**config.mk**
```make
export PLATFORM = sky130hd
export DESIGN_NAME = adventure_maze
export DESIGN_NICKNAME = d
export VERILOG_FILES = /design/src/rtl/adventure_maze.sv
export SDC_FILE = /design/constraint.sdc
export NUM_CORES = 1
export LEC_CHECK = 0
export CAP_MARGIN = 20
export CORE_MARGIN = 3
export CORE_UTILIZATION = 54
export CTS_BUF_LIST = sky130_fd_sc_hd__clkbuf_8
export CTS_CLUSTER_DIAMETER = 60
export DETAILED_ROUTE_END_ITERATION = 10
export GPL_TIMING_DRIVEN = 0
export MAX_ROUTING_LAYER = met4
export PLACE_DENSITY = 0.92
export SYNTH_ARGS = -nofsm -noshare
export SYNTH_HDL_FRONTEND = slang
export SYNTH_SLANG_ARGS = --single-unit
```
**constraint.sdc**
```tcl
create_clock -name clk -period 4.53 [get_ports clk]
set_input_delay 0.906 -clock clk [delete_from_list [all_inputs] [get_ports clk]]
set_output_delay 0.906 -clock clk [all_outputs]
set_load 0.1 [all_outputs]
```
**src/rtl/adventure_maze.sv**
```systemverilog
// Grid-of-rooms adventure game core: walk N/S/E/W, pick up the sword, face the dragon.
// Optional move-budget death is enabled by defining ADV_MOVE_LIMIT_EN.
//
// state   | meaning
// --------+-----------------------------------------------------------
// PLAY    | accepting single-direction moves
// RESPAWN | one cycle showing the dragon room after losing a life
// WON     | dragon slain with the sword; everything frozen until reset
// DEAD    | out of lives (or out of moves); everything frozen until reset
module adventure_maze #(
   parameter int GRID_W      = 4,
   parameter int GRID_H      = 4,
   parameter int START_ROOM  = 0,
   parameter int SWORD_ROOM  = 5,
   parameter int DRAGON_ROOM = 15,
   parameter int LIVES       = 3,
   parameter int MOVE_LIMIT  = 31,
   localparam int RW = $clog2(GRID_W * GRID_H),
   localparam int MW = $clog2(MOVE_LIMIT + 1)
) (
   input  logic          clk,
   input  logic          reset,
   input  logic          N,
   input  logic          S,
   input  logic          E,
   input  logic          W,
   output logic [RW-1:0] room,
   output logic          has_sword,
   output logic [2:0]    lives,
   output logic [MW-1:0] moves,
   output logic          WIN,
   output logic          DIE
);

   localparam int CW = $clog2(GRID_W);
   localparam int HW = $clog2(GRID_H);

   localparam logic [HW-1:0] START_ROW = HW'(START_ROOM / GRID_W);
   localparam logic [CW-1:0] START_COL = CW'(START_ROOM % GRID_W);
   localparam logic [HW-1:0] LAST_ROW  = HW'(GRID_H - 1);
   localparam logic [CW-1:0] LAST_COL  = CW'(GRID_W - 1);
   localparam logic [RW-1:0] START_R   = RW'(START_ROOM);
   localparam logic [RW-1:0] SWORD_R   = RW'(SWORD_ROOM);
   localparam logic [RW-1:0] DRAGON_R  = RW'(DRAGON_ROOM);
   localparam logic [MW-1:0] LIMIT_M   = MW'(MOVE_LIMIT);

   typedef enum logic [1:0] {PLAY, RESPAWN, WON, DEAD} state_t;

   state_t        r_state;
   logic [HW-1:0] r_row;
   logic [CW-1:0] r_col;
   logic [RW-1:0] r_room;
   logic          r_sword;
   logic [2:0]    r_lives;
   logic [MW-1:0] r_moves;
   logic          r_win;
   logic          r_die;

   logic          w_ok;
   logic [HW-1:0] w_tgt_row;
   logic [CW-1:0] w_tgt_col;
   logic [RW-1:0] w_tgt_room;
   logic [MW-1:0] w_moves_nx;
   logic          w_at_dragon;

   // Target room for a single, wall-checked move request.
   always_comb begin
      w_ok      = 1'b0;
      w_tgt_row = r_row;
      w_tgt_col = r_col;
      if ($onehot({N, S, E, W})) begin
         if (N && r_row != '0) begin
            w_tgt_row = r_row - HW'(1);
            w_ok      = 1'b1;
         end
         if (S && r_row != LAST_ROW) begin
            w_tgt_row = r_row + HW'(1);
            w_ok      = 1'b1;
         end
         if (E && r_col != LAST_COL) begin
            w_tgt_col = r_col + CW'(1);
            w_ok      = 1'b1;
         end
         if (W && r_col != '0) begin
            w_tgt_col = r_col - CW'(1);
            w_ok      = 1'b1;
         end
      end
      w_tgt_room  = RW'(w_tgt_row) * RW'(GRID_W) + RW'(w_tgt_col);
      w_moves_nx  = (r_moves == LIMIT_M) ? r_moves : r_moves + MW'(1);
      w_at_dragon = (w_tgt_room == DRAGON_R);
   end

   always_ff @(posedge clk) begin
      if (reset) begin
         r_state <= PLAY;
         r_row   <= START_ROW;
         r_col   <= START_COL;
         r_room  <= START_R;
         r_sword <= 1'b0;
         r_lives <= 3'(LIVES);
         r_moves <= '0;
         r_win   <= 1'b0;
         r_die   <= 1'b0;
      end else begin
         case (r_state)
            PLAY: begin
               if (w_ok) begin
                  r_row   <= w_tgt_row;
                  r_col   <= w_tgt_col;
                  r_room  <= w_tgt_room;
                  r_moves <= w_moves_nx;
                  if (w_tgt_room == SWORD_R) r_sword <= 1'b1;
                  if (w_at_dragon) begin
                     if (r_sword) begin
                        r_state <= WON;
                        r_win   <= 1'b1;
                     end else begin
                        r_sword <= 1'b0;
                        r_lives <= r_lives - 3'd1;
                        if (r_lives == 3'd1) begin
                           r_state <= DEAD;
                           r_die   <= 1'b1;
                        end else begin
                           r_state <= RESPAWN;
                        end
                     end
                  end
`ifdef ADV_MOVE_LIMIT_EN
                  // Running out of moves kills, unless this very move slays the dragon.
                  if (w_moves_nx == LIMIT_M && !(w_at_dragon && r_sword)) begin
                     r_state <= DEAD;
                     r_die   <= 1'b1;
                  end
`endif
               end
            end
            RESPAWN: begin
               r_row   <= START_ROW;
               r_col   <= START_COL;
               r_room  <= START_R;
               r_state <= PLAY;
            end
            default: ;
         endcase
      end
   end

   assign room      = r_room;
   assign has_sword = r_sword;
   assign lives     = r_lives;
   assign moves     = r_moves;
   assign WIN       = r_win;
   assign DIE       = r_die;

endmodule

```
==> reports/metrics.csv, run 1 <==
metric;value;unit
die_h;52.3;microns
area_delta_synth_final;23.4;%
final_hold_viol_count;0;
route.detailed.drc;0;
startpoint_type;primary input;
ys_types;37;
fin_tns_setup;0;ns
synth_cells;127;
synth.area.top_cells;dfxtp_1, ha_1, mux2i_1;
ff2ff_path_depth;7;
grtUsageMet3;2.85;%
leakage;0.000582;uW
clock-sinks;17;
cts_setup_buffers;0;
via_count;993;
numCtsBuffers;3;
hold_path.class;flip-flop to flip-flop;
clockBufferDepth;2;
outcome;complete, no violations;
reg2reg_slack;2.20;ns
finClkSkew;0.00186;ns
gp_congestion;0.908;
ctsHoldBuffers;0;
io_pins;21;
worst_slew_pin_slew;0.968;ns
final_max_slew_viol_count;0;
yosysSeqAreaShare;29.4;%
synthFlopType;dfxtp_1;
final-setup-viol-count;0;
htreeDepth;1;
synth_edf_count;0;
synth_area;1160;sq um
start_util;57.8;%
grt_max_degree;11;
grtUsageMet2;35.1;%
rsz0062_at_grt;false;
clkLatencyLatePin;0.25;ns
cts-root-buf;clkbuf_8;
drive_above_1_share;10.0;%
power_density;289;nW/um^2
timing.rr.start;r_col[0];
grt_pass1_vias;998;
antennaDiodeCount;0;
via_per_inst;5.61;
rr_endpoint;lives[2];
globalRouteOverflowTotal;0;
slew_headroom;35.3;%
grt_busiest_layer;met2;
cts_resized;0;
critPathCaptureType;flip-flop;
grt.total_usage;20.2;%
worst_ir_drop_vdd;0.211;mV
dp_hpwl;1950;microns
die_area;2730;sq um
drt_iter0_markers;19;
period_share;85.7;%
crit_type;primary input to flip-flop;
wirelength;2350;microns
die_w;52.3;microns
fin_nets;168;
synth_nets;144;
avgSynthCellArea;9.10;sq um
synth_seq_cells;17;
rows;16;
first_pass_iters;4;
endpoint;lives[2];
final_common_cell;clkdlybuf4s50_1;
worstPathArrival;4.02;ns
required;4.67;ns
finalHoldWorstSlack;0.468;ns
startpoint;E;
io_buffers;19;
path_max_fanout;4;
max_cap_viol_count;0;
wl_per_cell;13.3;microns
grt_use_met1;23.6;%
ys_warn_count;0;
max_freq;0.258;GHz
detail-route-antenna-nets;0;
min_period;3.88;ns
grt_pass1_wl;4110;microns
synth_top_area_share;29.4;%
cts_tree;yes;
coreArea;2000;sq um
multi_input_area;756;sq um
seqCellArea;340;sq um
antenna_found_initial;0;
async_flop_share;0;%
synth_top_area_cell;dfxtp_1;
cts.clk_slew.worst_paths;0.06;ns
layout_common_cells;clkdlybuf4s50_1, dfxtp_1, nor2_1;
fill_cells;160;
critical path, cell delays in order:
cell and delay, ns:
clkdlybuf4s50_1 0.50, inv_1 0.07, fa_1 0.52, inv_1 0.04
ha_1 0.17, ha_1 0.28, or3b_4 0.44, nor3_4 0.19
nand4_2 0.16, a2111oi_4 0.38, mux2_1 0.35
flip-flops by register name (all words and copies together), names as in the netlist, 2 cells and up:
register	count
moves	5
lives	3
r_row	2
r_state	2
through the flow:
step           power (uW)  cells  area, sq um  util (%)  worst slack, ns
2_1_floorplan         274    127         1160         -             1.04
3_3_place_gp          298    173         1380      68.9            0.430
3_5_place_dp          304    173         1380      68.9            0.358
4_1_cts               413    177         1430      71.3            0.614
5_1_grt               437    177         1430      71.3            0.470
6_report              412    177         1430      71.3            0.647
report_power, final:
group / switching [uW] / total [uW] / leakage, uW / internal, uW
clock network: 49.7 / 111 / 0.0000255 / 60.9
registers: 7.39 / 162 / 0.000137 / 155
logic: 90.7 / 139 / 0.000419 / 47.9
total: 148 / 412 / 0.000582 / 264
worst min path at each step:
stage / start / end / slack (ns) / cells past startpoint
after floorplan: r_state[0] / r_state[0] / 0.52 / 2
after global placement: WIN / WIN / 0.45 / 1
after detailed placement: DIE / DIE / 0.45 / 1
after CTS: WIN / WIN / 0.47 / 1
after global routing: DIE / DIE / 0.49 / 1
final: WIN / WIN / 0.47 / 1
final cells by class:
type | count | share of cell area [%]
timing repair buffer | 19 | 13.3
sequential | 17 | 23.9
buffer | 2 | 0.526
clock inverter | 1 | 0.351
inverter | 14 | 3.68
tap | 27 | 2.37
multi-input combinational | 94 | 53.0
clock buffer | 3 | 2.89
cells by family after synthesis:
kind of cell               Yosys count  synth area share, %
and+or+nand+nor                     46                 25.2
xor gates and xnor gates             5                 3.79
muxes                               10                 8.98
buffers and inverters               16                 5.19
DFF                                 17                 29.4
adders and majority gates           11                 12.6
AOI/OAI and AO/OA                   22                 14.8
synth_stat cells, types with 2 or more instances:
master,n
nand2b_1,4
o21ai_0,2
nand4_1,2
mux2_2,2
xnor2_1,5
nor3_4,2
a21oi_1,5
o21a_1,2
o21ai_1,2
nor4_2,2
mux2i_1,7
dfxtp_1,17
nor2b_1,6
nand3_1,4
a22oi_1,2
a2111oi_0,2
inv_1,14
nand2_1,3
nor2_1,17
ha_1,10
per-layer routing:
layer  part of all wire (%)  wire length [microns]
met5                      0                      0
met4                    2.0                     46
met3                    4.2                     99
met2                     51                   1210
met1                     42                    998
Note: power is estimated with default switching activity, not from simulation.
==> inputs of run 2 (changes only) <==
==> config.mk (replaced) <==
export PLATFORM = sky130hd
export DESIGN_NAME = adventure_maze
export DESIGN_NICKNAME = d
export VERILOG_FILES = /design/src/rtl/adventure_maze.sv
export SDC_FILE = /design/constraint.sdc
export NUM_CORES = 1
export LEC_CHECK = 0
export CAP_MARGIN = 5
export CORE_MARGIN = 3
export CORE_UTILIZATION = 58
export CTS_BUF_LIST = sky130_fd_sc_hd__clkbuf_8
export CTS_CLUSTER_DIAMETER = 60
export DETAILED_ROUTE_END_ITERATION = 10
export GPL_TIMING_DRIVEN = 0
export MAX_ROUTING_LAYER = met4
export PLACE_DENSITY = 0.95
export SYNTH_ARGS = -nofsm -noshare
export SYNTH_HDL_FRONTEND = slang
export SYNTH_SLANG_ARGS = --single-unit
==> constraint.sdc (replaced) <==
create_clock -name clk -period 4.6 [get_ports clk]
set_input_delay 0.92 -clock clk [delete_from_list [all_inputs] [get_ports clk]]
set_output_delay 0.92 -clock clk [all_outputs]
set_load 0.1 [all_outputs]
==> reports/metrics.csv, run 2 (same netlist as run 1, synthesis figures left out) <==
metric;value;unit;change
drive_above_1_share;10.0;%;unchanged
dp_hpwl;1950;microns;about the same
cts_setup_buffers;0;;unchanged
reg2reg_slack;2.19;ns;about the same
cts_resized;0;;unchanged
drt_iter0_markers;25;;+6
wl_per_cell;15.0;microns;+13%
worst_ir_drop_vdd;0.287;mV;+36%
slew_headroom;34.7;%;-0.55 points
die_area;2560;sq um;-6.1%
preCtsSetupSlack;0.444;ns;+0.0853 ns
fin_tns_setup;0;ns;unchanged
die_w;50.6;microns;-3.1%
clock-sinks;17;;unchanged
area_delta_synth_final;23.2;%;
die_h;50.6;microns;-3.1%
power_density;289;nW/um^2;about the same
ff2ff_path_depth;7;;unchanged
rows;15;;-1
final-setup-viol-count;0;;unchanged
antennaDiodeCount;0;;unchanged
setup_ws;0.710;ns;+0.0624 ns
via_count;1032;;+3.9%
required;4.74;ns;+0.07 ns
largest_reg_flops;5;;unchanged
startpoint;N;;
clockBufferDepth;2;;unchanged
antenna_found_initial;0;;unchanged
final_hold_viol_count;0;;unchanged
wirelength;2630;microns;+12%
hold_path.class;flip-flop to flip-flop;;
detail-route-antenna-nets;0;;unchanged
grt_pass1_wl;4540;microns;+10%
gp_congestion;0.939;;+3.4%
io_pins;21;;unchanged
min_period;3.89;ns;
outcome;complete, no violations;;
grt_max_degree;11;;unchanged
clkLatencyLatePin;0.25;ns;about the same
leakage;0.000582;uW;unchanged
fin_nets;168;;unchanged
endpoint;lives[2];;
timing.rr.start;r_col[0];;
grt_pass1_vias;1098;;+10%
max_cap_viol_count;0;;unchanged
final_common_cell;clkdlybuf4s50_1;;
fill_cells;128;;-20%
startpoint_type;primary input;;
final_max_slew_viol_count;0;;unchanged
rsz0062_at_grt;false;;
period_share;84.6;%;
cts_tree;yes;;
globalRouteOverflowTotal;0;;unchanged
numCtsBuffers;3;;unchanged
via_per_inst;5.90;;+5.1%
ctsHoldBuffers;0;;unchanged
cts-root-buf;clkbuf_8;;
worstPathArrival;4.03;ns;about the same
critPathCaptureType;flip-flop;;
cts.clk_slew.worst_paths;0.06;ns;about the same
crit_type;primary input to flip-flop;;
path_max_fanout;4;;unchanged
rr_endpoint;lives[2];;
htreeDepth;1;;unchanged
layout_common_cells;clkdlybuf4s50_1, dfxtp_1, nor2_1;;
worst_slew_pin_slew;0.976;ns;+0.00816 ns
finClkSkew;0.00195;ns;+0.0000848 ns
start_util;64.2;%;+6.4 points
coreArea;1800;sq um;-10%
io_buffers;19;;unchanged
max_freq;0.257;GHz;
grt.total_usage;23.8;%;+3.7 points
route.detailed.drc;0;;unchanged
first_pass_iters;4;;unchanged
-- run 2: cell counts in the layout (fill, tap and decap cells not counted) --
Identical to the previous run, type by type.
-- run 2: report_power, final --
part | switching, uW | leakage, uW | internal, uW
sequential | 7.77 | 0.000137 | 153
combinational | 91.6 | 0.000419 | 47.3
clock | 51.8 | 0.0000255 | 60.2
-- run 2: critical path: stages --
cell and delay (ns):
clkdlybuf4s50_1 0.52, inv_1 0.07, fa_1 0.50, inv_1 0.04
ha_1 0.17, ha_1 0.29, or3b_4 0.43, nor3_4 0.19
nand4_2 0.17, a2111oi_4 0.40, mux2_1 0.34
-- run 2: final cells by class --
type                       count  area (sq um)  area share [%]
multi-input combinational     94           756            53.1
sequential                    17           340            23.9
timing repair buffer          19           190            13.4
inverter                      14          52.6            3.69
clock buffer                   3          41.3            2.90
tap                           25          31.3            2.20
buffer                         2          7.51           0.527
clock inverter                 1          5.00           0.351
-- run 2: how the worst min path moves through the flow --
stage / from / endpoint / slack, ns / cells past startpoint
2_1_floorplan: r_state[0] / r_state[0] / 0.52 / 2
3_3_place_gp: DIE / DIE / 0.45 / 1
3_5_place_dp: DIE / DIE / 0.46 / 1
4_1_cts: DIE / DIE / 0.48 / 1
5_1_grt: DIE / DIE / 0.50 / 1
6_report: WIN / WIN / 0.48 / 1
-- run 2: per-stage QoR --
stage          instance area [sq um]  hold WS (ns)  utilization, %  total power [uW]  cells
2_1_floorplan                   1160         0.520               -               270    127
3_3_place_gp                    1380         0.450            76.5               294    171
3_5_place_dp                    1380         0.458            76.5               299    171
4_1_cts                         1420         0.479            79.0               413    175
5_1_grt                         1420         0.504            79.0               431    175
6_report                        1420         0.475            79.0               411    175
-- run 2: per-layer routing --
layer	global-route usage, %	wire length (microns)	share of wire, %
met2	38.9	1330	50
met4	16.6	106	4.0
met5	-	0	0
met1	25.0	1050	40
met3	6.23	140	5.3
